==> config.mk <==
export PLATFORM = sky130hd
export DESIGN_NAME = down_counter_timer
export DESIGN_NICKNAME = d
export VERILOG_FILES = /design/src/rtl/down_counter_timer_pkg.sv /design/src/rtl/down_counter_prescaler.sv /design/src/rtl/down_counter_timer.sv
export SDC_FILE = /design/constraint.sdc
export NUM_CORES = 1
export LEC_CHECK = 0
export CAP_MARGIN = 20
export CORE_MARGIN = 2
export CORE_UTILIZATION = 55
export DETAILED_ROUTE_END_ITERATION = 7
export GPL_ROUTABILITY_DRIVEN = 0
export PLACE_DENSITY = 0.9
export REMOVE_ABC_BUFFERS = 1
export SYNTH_ARGS = -nofsm -noshare
export SYNTH_HDL_FRONTEND = slang
export SYNTH_SLANG_ARGS = --single-unit
==> constraint.sdc <==
create_clock -name i_sysclk -period 4.4 [get_ports i_sysclk]
set_input_delay 0.88 -clock i_sysclk [delete_from_list [all_inputs] [get_ports i_sysclk]]
set_output_delay 0.88 -clock i_sysclk [all_outputs]
set_load 0.01 [all_outputs]
==> src/rtl/down_counter_timer_pkg.sv <==
// Shared definitions for the down-counter timer: state encodings and the
// default data width, which is common with the 16-bit up-counter.
package down_counter_timer_pkg;

    localparam int unsigned DC_WIDTH = 16;

    typedef enum logic [1:0] {
        ST_IDLE  = 2'd0,
        ST_ARMED = 2'd1,
        ST_DONE  = 2'd2
    } dc_state_t;

endpackage

==> src/rtl/down_counter_prescaler.sv <==
// Prescaler for the down-counter timer: o_strobe marks every PRESC_DIV-th
// enabled cycle; i_restart returns the phase to zero.
module down_counter_prescaler #(
    parameter int unsigned PRESC_DIV = 4
) (
    input  logic i_clk,
    input  logic i_rst,
    input  logic i_en,
    input  logic i_restart,
    output logic o_strobe
);

    localparam int unsigned PW = (PRESC_DIV > 2) ? $clog2(PRESC_DIV) : 1;
    localparam logic [PW-1:0] LAST = PW'(PRESC_DIV - 1);

    logic [PW-1:0] r_phase;

    assign o_strobe = i_en && (r_phase == LAST);

    always_ff @(posedge i_clk) begin
        if (i_rst || i_restart) begin
            r_phase <= '0;
        end else if (i_en) begin
            r_phase <= (r_phase == LAST) ? '0 : r_phase + 1'b1;
        end
    end

endmodule

==> src/rtl/down_counter_timer.sv <==
// Programmable down-counting timer with one-shot / auto-reload modes.
// Optional prescaler enabled by defining DOWN_COUNTER_PRESCALE_EN.
module down_counter_timer
    import down_counter_timer_pkg::*;
#(
    parameter int unsigned WIDTH     = DC_WIDTH,
    parameter int unsigned PRESC_DIV = 4
) (
    input  logic             i_sysclk,
    input  logic             i_sysrst,
    input  logic             i_cnt_en,
    input  logic             i_ld,
    input  logic             i_clr,
    input  logic [WIDTH-1:0] i_ld_data,
    input  logic             i_auto_rld,
    output logic [WIDTH-1:0] o_cnt_data,
    output logic             o_tc,
    output logic             o_busy
);

    if (PRESC_DIV < 2) begin : g_bad_presc_div
        $error("down_counter_timer: PRESC_DIV must be >= 2");
    end

    dc_state_t        r_state;
    logic [WIDTH-1:0] r_cnt;
    logic [WIDTH-1:0] r_rld;
    logic             r_tc;
    logic             w_dec;

`ifdef DOWN_COUNTER_PRESCALE_EN
    // Prescaler only advances on enabled cycles in ARMED; any load/clear
    // restarts its phase so a reload always yields a full cnt*PRESC_DIV period.
    down_counter_prescaler #(
        .PRESC_DIV (PRESC_DIV)
    ) u_prescaler (
        .i_clk     (i_sysclk),
        .i_rst     (i_sysrst),
        .i_en      (i_cnt_en && (r_state == ST_ARMED)),
        .i_restart (i_clr || i_ld),
        .o_strobe  (w_dec)
    );
`else
    assign w_dec = i_cnt_en;
`endif

    always_ff @(posedge i_sysclk) begin
        if (i_sysrst) begin
            r_state <= ST_IDLE;
            r_cnt   <= '0;
            r_rld   <= '0;
            r_tc    <= 1'b0;
        end else begin
            r_tc <= 1'b0;
            if (i_clr) begin
                r_cnt   <= '0;
                r_state <= ST_IDLE;
            end else if (i_ld) begin
                r_cnt   <= i_ld_data;
                r_rld   <= i_ld_data;
                r_state <= (i_ld_data != '0) ? ST_ARMED : ST_IDLE;
            end else if ((r_state == ST_ARMED) && w_dec) begin
                if (r_cnt == WIDTH'(1)) begin
                    r_tc <= 1'b1;
                    if (i_auto_rld) begin
                        r_cnt <= r_rld;
                    end else begin
                        r_cnt   <= '0;
                        r_state <= ST_DONE;
                    end
                end else if (r_cnt != '0) begin
                    r_cnt <= r_cnt - 1'b1;
                end
            end
        end
    end

    assign o_cnt_data = r_cnt;
    assign o_tc       = r_tc;
    assign o_busy     = (r_state == ST_ARMED);

endmodule

Word level (Yosys, flattened, before mapping). Cells that the tools add are included.

Multipliers: 0. $add $sub $neg: 1. Reductions and logical operators: 11. Bitwise gates (word level): 2. Eq/ne operators: 3. $lt $le $gt $ge: 0. Div/mod/pow operators: 0. Mux-type cells: 11. Shift-type cells: 0.

Operators with widths (count): two-way mux 16 bit (5); nonzero test 16 bit (2); equality test 16 x 1 -> 1 bit (second input constant) (1); subtractor 16 x 1 -> 16 bit (second input constant) (1); two-way mux 2 bit (4); AND reduction 2 bit (2); nonzero test 2 bit (2); OR reduction 4 bit (1); AND reduction 3 bit (1); nonzero test 3 bit (1); equality test 2 x 1 -> 1 bit (second input constant) (1); two-way mux 1 bit (2); inequality test 2 bit (second input constant) (1); NOT 1 bit (2); OR reduction 2 bit (1); logical AND 1 bit (1).

Output and inout port bits: 18. Bits in read-only memories: 0. RAM bits: 0. Memories: 0. Register bits: 35. Input bits: 22. Bits in latches: 0.

Longest topological paths before layout.
Depth in word-level cells: 5. Gate-level depth with buffers: 10.

Worst setup path before layout. Ideal clock, no wire load.

Path type: input-to-reg. Start point: in i_auto_rld. End point: reg r_cnt[12], in the netlist o_cnt_data[12]. Stages: 5. Arrival time: 2.005 ns. Slack: 2.308 ns. Path buffers: 0. Cell sequence: nor4bb_1 and4_4 nand2_2 a311o_1 a221oi_2.

Longest elaborated chain between the ends: 4.

Ends and longest elaborated chain: start, declared (line down_counter_timer.sv:15) `input logic i_auto_rld,`; two-way mux 16 bit (line down_counter_timer.sv:65) `if (i_auto_rld) begin`; two-way mux 16 bit (line down_counter_timer.sv:63) `if (r_cnt == WIDTH'(1)) begin`; two-way mux 16 bit (line down_counter_timer.sv:62) `end else if ((r_state == ST_ARMED) && w_dec) begin`; two-way mux 16 bit (line down_counter_timer.sv:58) `end else if (i_ld) begin`; end signal, assigned (line down_counter_timer.sv:59) `r_cnt <= i_ld_data;`; end signal, assigned (line down_counter_timer.sv:66) `r_cnt <= r_rld;`; end signal, assigned (line down_counter_timer.sv:72) `r_cnt <= r_cnt - 1'b1;`; end, declared (line down_counter_timer.sv:26) `logic [WIDTH-1:0] r_cnt;`.

Every way passes these cells. The select of a mux whose other input is x is not followed. A chain may end at the register's enable or synchronous reset.

Final worst setup path.
Start point: in i_ld. End point: reg r_cnt[12], in the netlist o_cnt_data[12].

Longest elaborated chain between the ends: 2. Elaborated cells between the ends (all ways): 4. Those cells by class: mux (1); reduce/logical (3).

Ends and longest elaborated chain: start, declared (line down_counter_timer.sv:12) `input logic i_ld,`; nonzero test 3 bit (no source line) or nonzero test 2 bit (tied branches); AND reduction 2 bit (no source line).

Several ways; a longest one is shown, not always the timed one.

==> qor_table.md <==
| Stage | Item | This run |
| --- | --- | --- |
| clock tree | Sinks on the clock net | 35 |
| grt | Via count of the first global-routing pass | 1,964 |
| sta | Final hold violation count | 0 |
| pwr | Power density relative to cell area | 309 nW/um^2 |
| final layout | Sequential cell area | 701 sq um |
| clock tree | Hold buffer count at cts | 0 |
| detailed routing | Remaining DRCs | 0 |
| final layout | ANT cells | 0 |
| worst setup path | Cell mode on critical path | sky130_fd_sc_hd__nand2_1 |
| yosys | Avg Cell Area, Syn | 7.42 sq um |
| pwr | Leak | 0.858 nW |
| clock tree | Largest buffer count on any clock path | 2 |
| final layout | Post-synthesis to final-layout area growth | 23.9% |
| yosys | Sequential-to-total area share from yosys stat | 34.6% |
| floorplanning | Total core area | 3610 sq um |
| sta | Post-route clock period utilization | 63.9% |
| grt | Total congestion overflow | 0 |
| worst setup path | Data required time of the critical path | 4610 ps |
| yosys | Number of enable-type register cells in the synthesized netlist | 0 |
| worst setup path | Critical register-to-register path endpoint | r_state[0] |
| worst setup path | Register-to-Register Path Depth | 6 |
| worst setup path | Critical path endpoint category | flop |
| clock tree | Setup Buffers After CTS | 0 |
| yosys | Most instantiated flip-flop cell in the synthesis netlist | sky130_fd_sc_hd__dfxtp_1 |
| yosys | Synth cell types | 50 |
| clock tree | H-Tree Level Count | 2 |
| yosys | Post-synthesis share of cell area spent on full adders, half adders and majority gates | 1.85% |
| grt | Antenna violations before repair | 0 |
| detailed routing | Iter 0 DRT Violations | 285 |
| worst setup path | Startpoint Class | input pin |
| clock tree | CTS tree | built |
| sta | Max-slew violation total from the final report | 0 |
| detailed routing | Detail Route Antenna Nets | 0 |
| final layout | Leading cell type in the layout, fill and taps excluded | sky130_fd_sc_hd__nand2_1 |
| status | Outcome | finished, final reports clean |
| detailed routing | DR WL/cell | 16.6 um |
| worst setup path | Source of the critical timing path | i_ld |
| grt | Wire length of the first global-routing pass | 9470 um |
| floorplanning | Placement Rows | 22 |
| floorplanning | Die Footprint | 4180 sq um |
| final layout | Post-layout nets | 328 |
| placed design | Setup WS pre-CTS | 1360 ps |
| worst setup path | Critical path start-end classification | in -> reg |
| floorplanning | Die width | 64.7 um |
| yosys | Register bit count reported by yosys | 35 |
| worst setup path | Maximum cell stage delay along the critical path | 730 ps |
| final layout | Fraction of layout instances using a drive strength above 1 | 7.24% |
| run | Maxcap violations | 0 |
| sta | Slew @ Worst Pin | 626 ps |
| yosys | Share of synthesized area spent on multiplexers | 0% |
| sta | Clock Skews | 4.69 ps |
| sta | Tmin final | 2810 ps |
| clock tree | Clk pin slew, worst setup/hold paths | 70 ps |
| floorplanning | Initial Util | 56.1% |
| sta | Unrepaired setup endpoints after global routing | no |
| yosys | Syn Inst Count | 273 |
| floorplanning | DIE HEIGHT | 64.7 um |
| yosys | Synthesized-area fraction occupied by xor and xnor cells | 1.73% |
| sta | Setup slack after layout | 1590 ps |
| sta | Final sum of negative setup slack | 0 ps |
| detailed routing | Detailed-route wire length | 5840 um |
| grt | Total global routing track utilization | 29.2% |
| detailed routing | Number of optimization iterations in the first detailed-route pass | 5 |
| worst setup path | Max FO, Critical Path | 22 |
| yosys | Largest family of logic cells by synthesized area | simple AND/OR/NAND/NOR gates |
| yosys | Combined area of all synthesized cells | 2020 sq um |
| yosys | Area share of the leading cell type in the synthesized netlist | 34.6% |
| worst setup path | Worst reg-to-reg setup slack | 1750 ps |
| sta | Tightest slew margin relative to the limit | 58.1% |
| grt | Pin count of the biggest net entering global routing | 23 |
| worst setup path | Crit-path slowest cell | sky130_fd_sc_hd__clkdlybuf4s50_1 |
| yosys | Simple-gate portion of the synthesized area | 29.0% |
| placed design | Number of I/O port buffers | 39 |
| yosys | Fraction of the mapped netlist area in compound gates | 27.3% |
| final layout | Fill count | 310 |
| worst setup path | Endpoint arrival time on the critical path | 3010 ps |
| floorplanning | Count of boundary I/O pins | 40 |
| yosys | Top cells by area in the synthesized netlist | sky130_fd_sc_hd__dfxtp_1, sky130_fd_sc_hd__nand2_1, sky130_fd_sc_hd__a21oi_1 |
| placed design | Dpl hpwl | 4110 um |
| yosys | Proportion of register bits with asynchronous set or reset after synthesis | 0% |
| clock tree | Post-CTS sizing | 0 |
| clock tree | Worst skew pair latency | 290 ps |
| clock tree | Library cell used as clock root buffer | sky130_fd_sc_hd__clkbuf_8 |
| sta | Highest Clock Rate | 356 MHz |
| detailed routing | Via count of the routed design | 2,267 |
| final layout | Area of the multi-input gates | 1210 sq um |
| clock tree | Clock buffers created by TritonCTS | 5 |
| yosys | Top cell type by total area after synthesis | sky130_fd_sc_hd__dfxtp_1 |
| pwr | Max VDD drop | 0.000199 V |
| final layout | Most frequent cells in the layout | sky130_fd_sc_hd__nand2_1, sky130_fd_sc_hd__clkdlybuf4s50_1, sky130_fd_sc_hd__dfxtp_1 |
| worst setup path | Critical path destination | o_cnt_data[12] |
| worst setup path | Ordered list of cells on the worst path | clkdlybuf4s50_1 -> inv_1 -> nand2_1 -> a41oi_1 -> nand2_1 -> a221oi_2 |
| sta | Total of endpoints with negative setup slack in the final report | 0 |
| detailed routing | Via/cell ratio | 6.44 |
| yosys | Count of synthesis-stage warnings from yosys | 0 |
| worst hold path | Worst Hold Class | reg -> reg |
| worst setup path | Critical R2R Launch | o_cnt_data[3] |
## layout make-up
type	count	area share, %
Multi-Input combinational cell	214	48.3
Tap cell	48	2.40
Sequential cell	35	27.9
Inverter	4	0.599
Timing Repair Buffer	43	16.8
Clock buffer	8	3.99
## metrics by stage
stage	area [sq um]	utilization (%)	instances	hold WS, ps	total power [mW]
after CTS	2510	69.5	352	450	0.770
after global routing	2510	69.5	352	486	0.811
after detailed placement	2410	66.8	344	439	0.519
after global placement	2410	66.8	344	444	0.516
final	2510	69.5	352	451	0.775
after floorplan	1930	-	253	426	0.446
## cells in the mapped netlist, types with 2 or more instances
cell	count
sky130_fd_sc_hd__o21ai_0	21
sky130_fd_sc_hd__buf_4	2
sky130_fd_sc_hd__nor4_1	8
sky130_fd_sc_hd__inv_1	4
sky130_fd_sc_hd__a211o_1	2
sky130_fd_sc_hd__nor2b_1	2
sky130_fd_sc_hd__a22oi_1	4
sky130_fd_sc_hd__or3_1	4
sky130_fd_sc_hd__ha_1	3
sky130_fd_sc_hd__and3_1	4
sky130_fd_sc_hd__dfxtp_1	35
sky130_fd_sc_hd__nand4_1	2
sky130_fd_sc_hd__clkbuf_1	11
sky130_fd_sc_hd__buf_2	6
sky130_fd_sc_hd__nand3_1	8
sky130_fd_sc_hd__a311o_1	2
sky130_fd_sc_hd__nor3_1	10
sky130_fd_sc_hd__xor2_1	2
sky130_fd_sc_hd__nor2_1	16
sky130_fd_sc_hd__or2_2	2
sky130_fd_sc_hd__a31oi_1	6
sky130_fd_sc_hd__xnor2_1	2
sky130_fd_sc_hd__a311oi_1	2
sky130_fd_sc_hd__a21oi_1	34
sky130_fd_sc_hd__nand2_1	51
sky130_fd_sc_hd__nand2b_1	3
sky130_fd_sc_hd__o22ai_1	3
sky130_fd_sc_hd__a41oi_1	2
## cells by family after synthesis
family                     count (synthesis)
AOI/OAI and AO/OA                         89
DFF                                       35
xor gates and xnor gates                   4
buffers and inverters                     24
adders and majority gates                  3
and+or+nand+nor                          118
## worst min path at each step
stage               slack, ps        from          to  cells past startpoint
finish                    450  r_state[1]  r_state[1]                      2
floorplan                 430    r_rld[5]    r_rld[5]                      2
CTS                       450  r_state[1]  r_state[1]                      2
detailed placement        440  r_state[1]  r_state[1]                      2
global placement          440  r_state[1]  r_state[1]                      2
global route              490    r_rld[2]    r_rld[2]                      2
## sequential cells by signal, indices dropped and copies added, names as in the netlist
| register | count |
|---|---|
| o_cnt_data | 16 |
| o_tc | 1 |
| r_state | 2 |
| r_rld | 16 |
## power breakdown
part           switching [mW]  leakage (nW)  total, mW  internal [mW]
Combinational          0.0941         0.520      0.170         0.0754
Sequential             0.0185         0.286      0.349          0.331
Clock                   0.114        0.0515      0.257          0.143
Total                   0.226         0.858      0.775          0.549
## layer usage
layer	GRT usage [%]	share of wire (%)	wire length [um]
met1	41.3	41	2400
met2	44.8	46	2700
met3	6.60	11	660
met4	7.98	1.5	86
met5	0	0	0
## critical path, delay by kind of cell
kind	cells	cell delay, ps
buffers and inverters	2	1330
AOI/OAI and AO/OA	2	470
and+or+nand+nor	2	340
(Power assumes the default switching activity.)
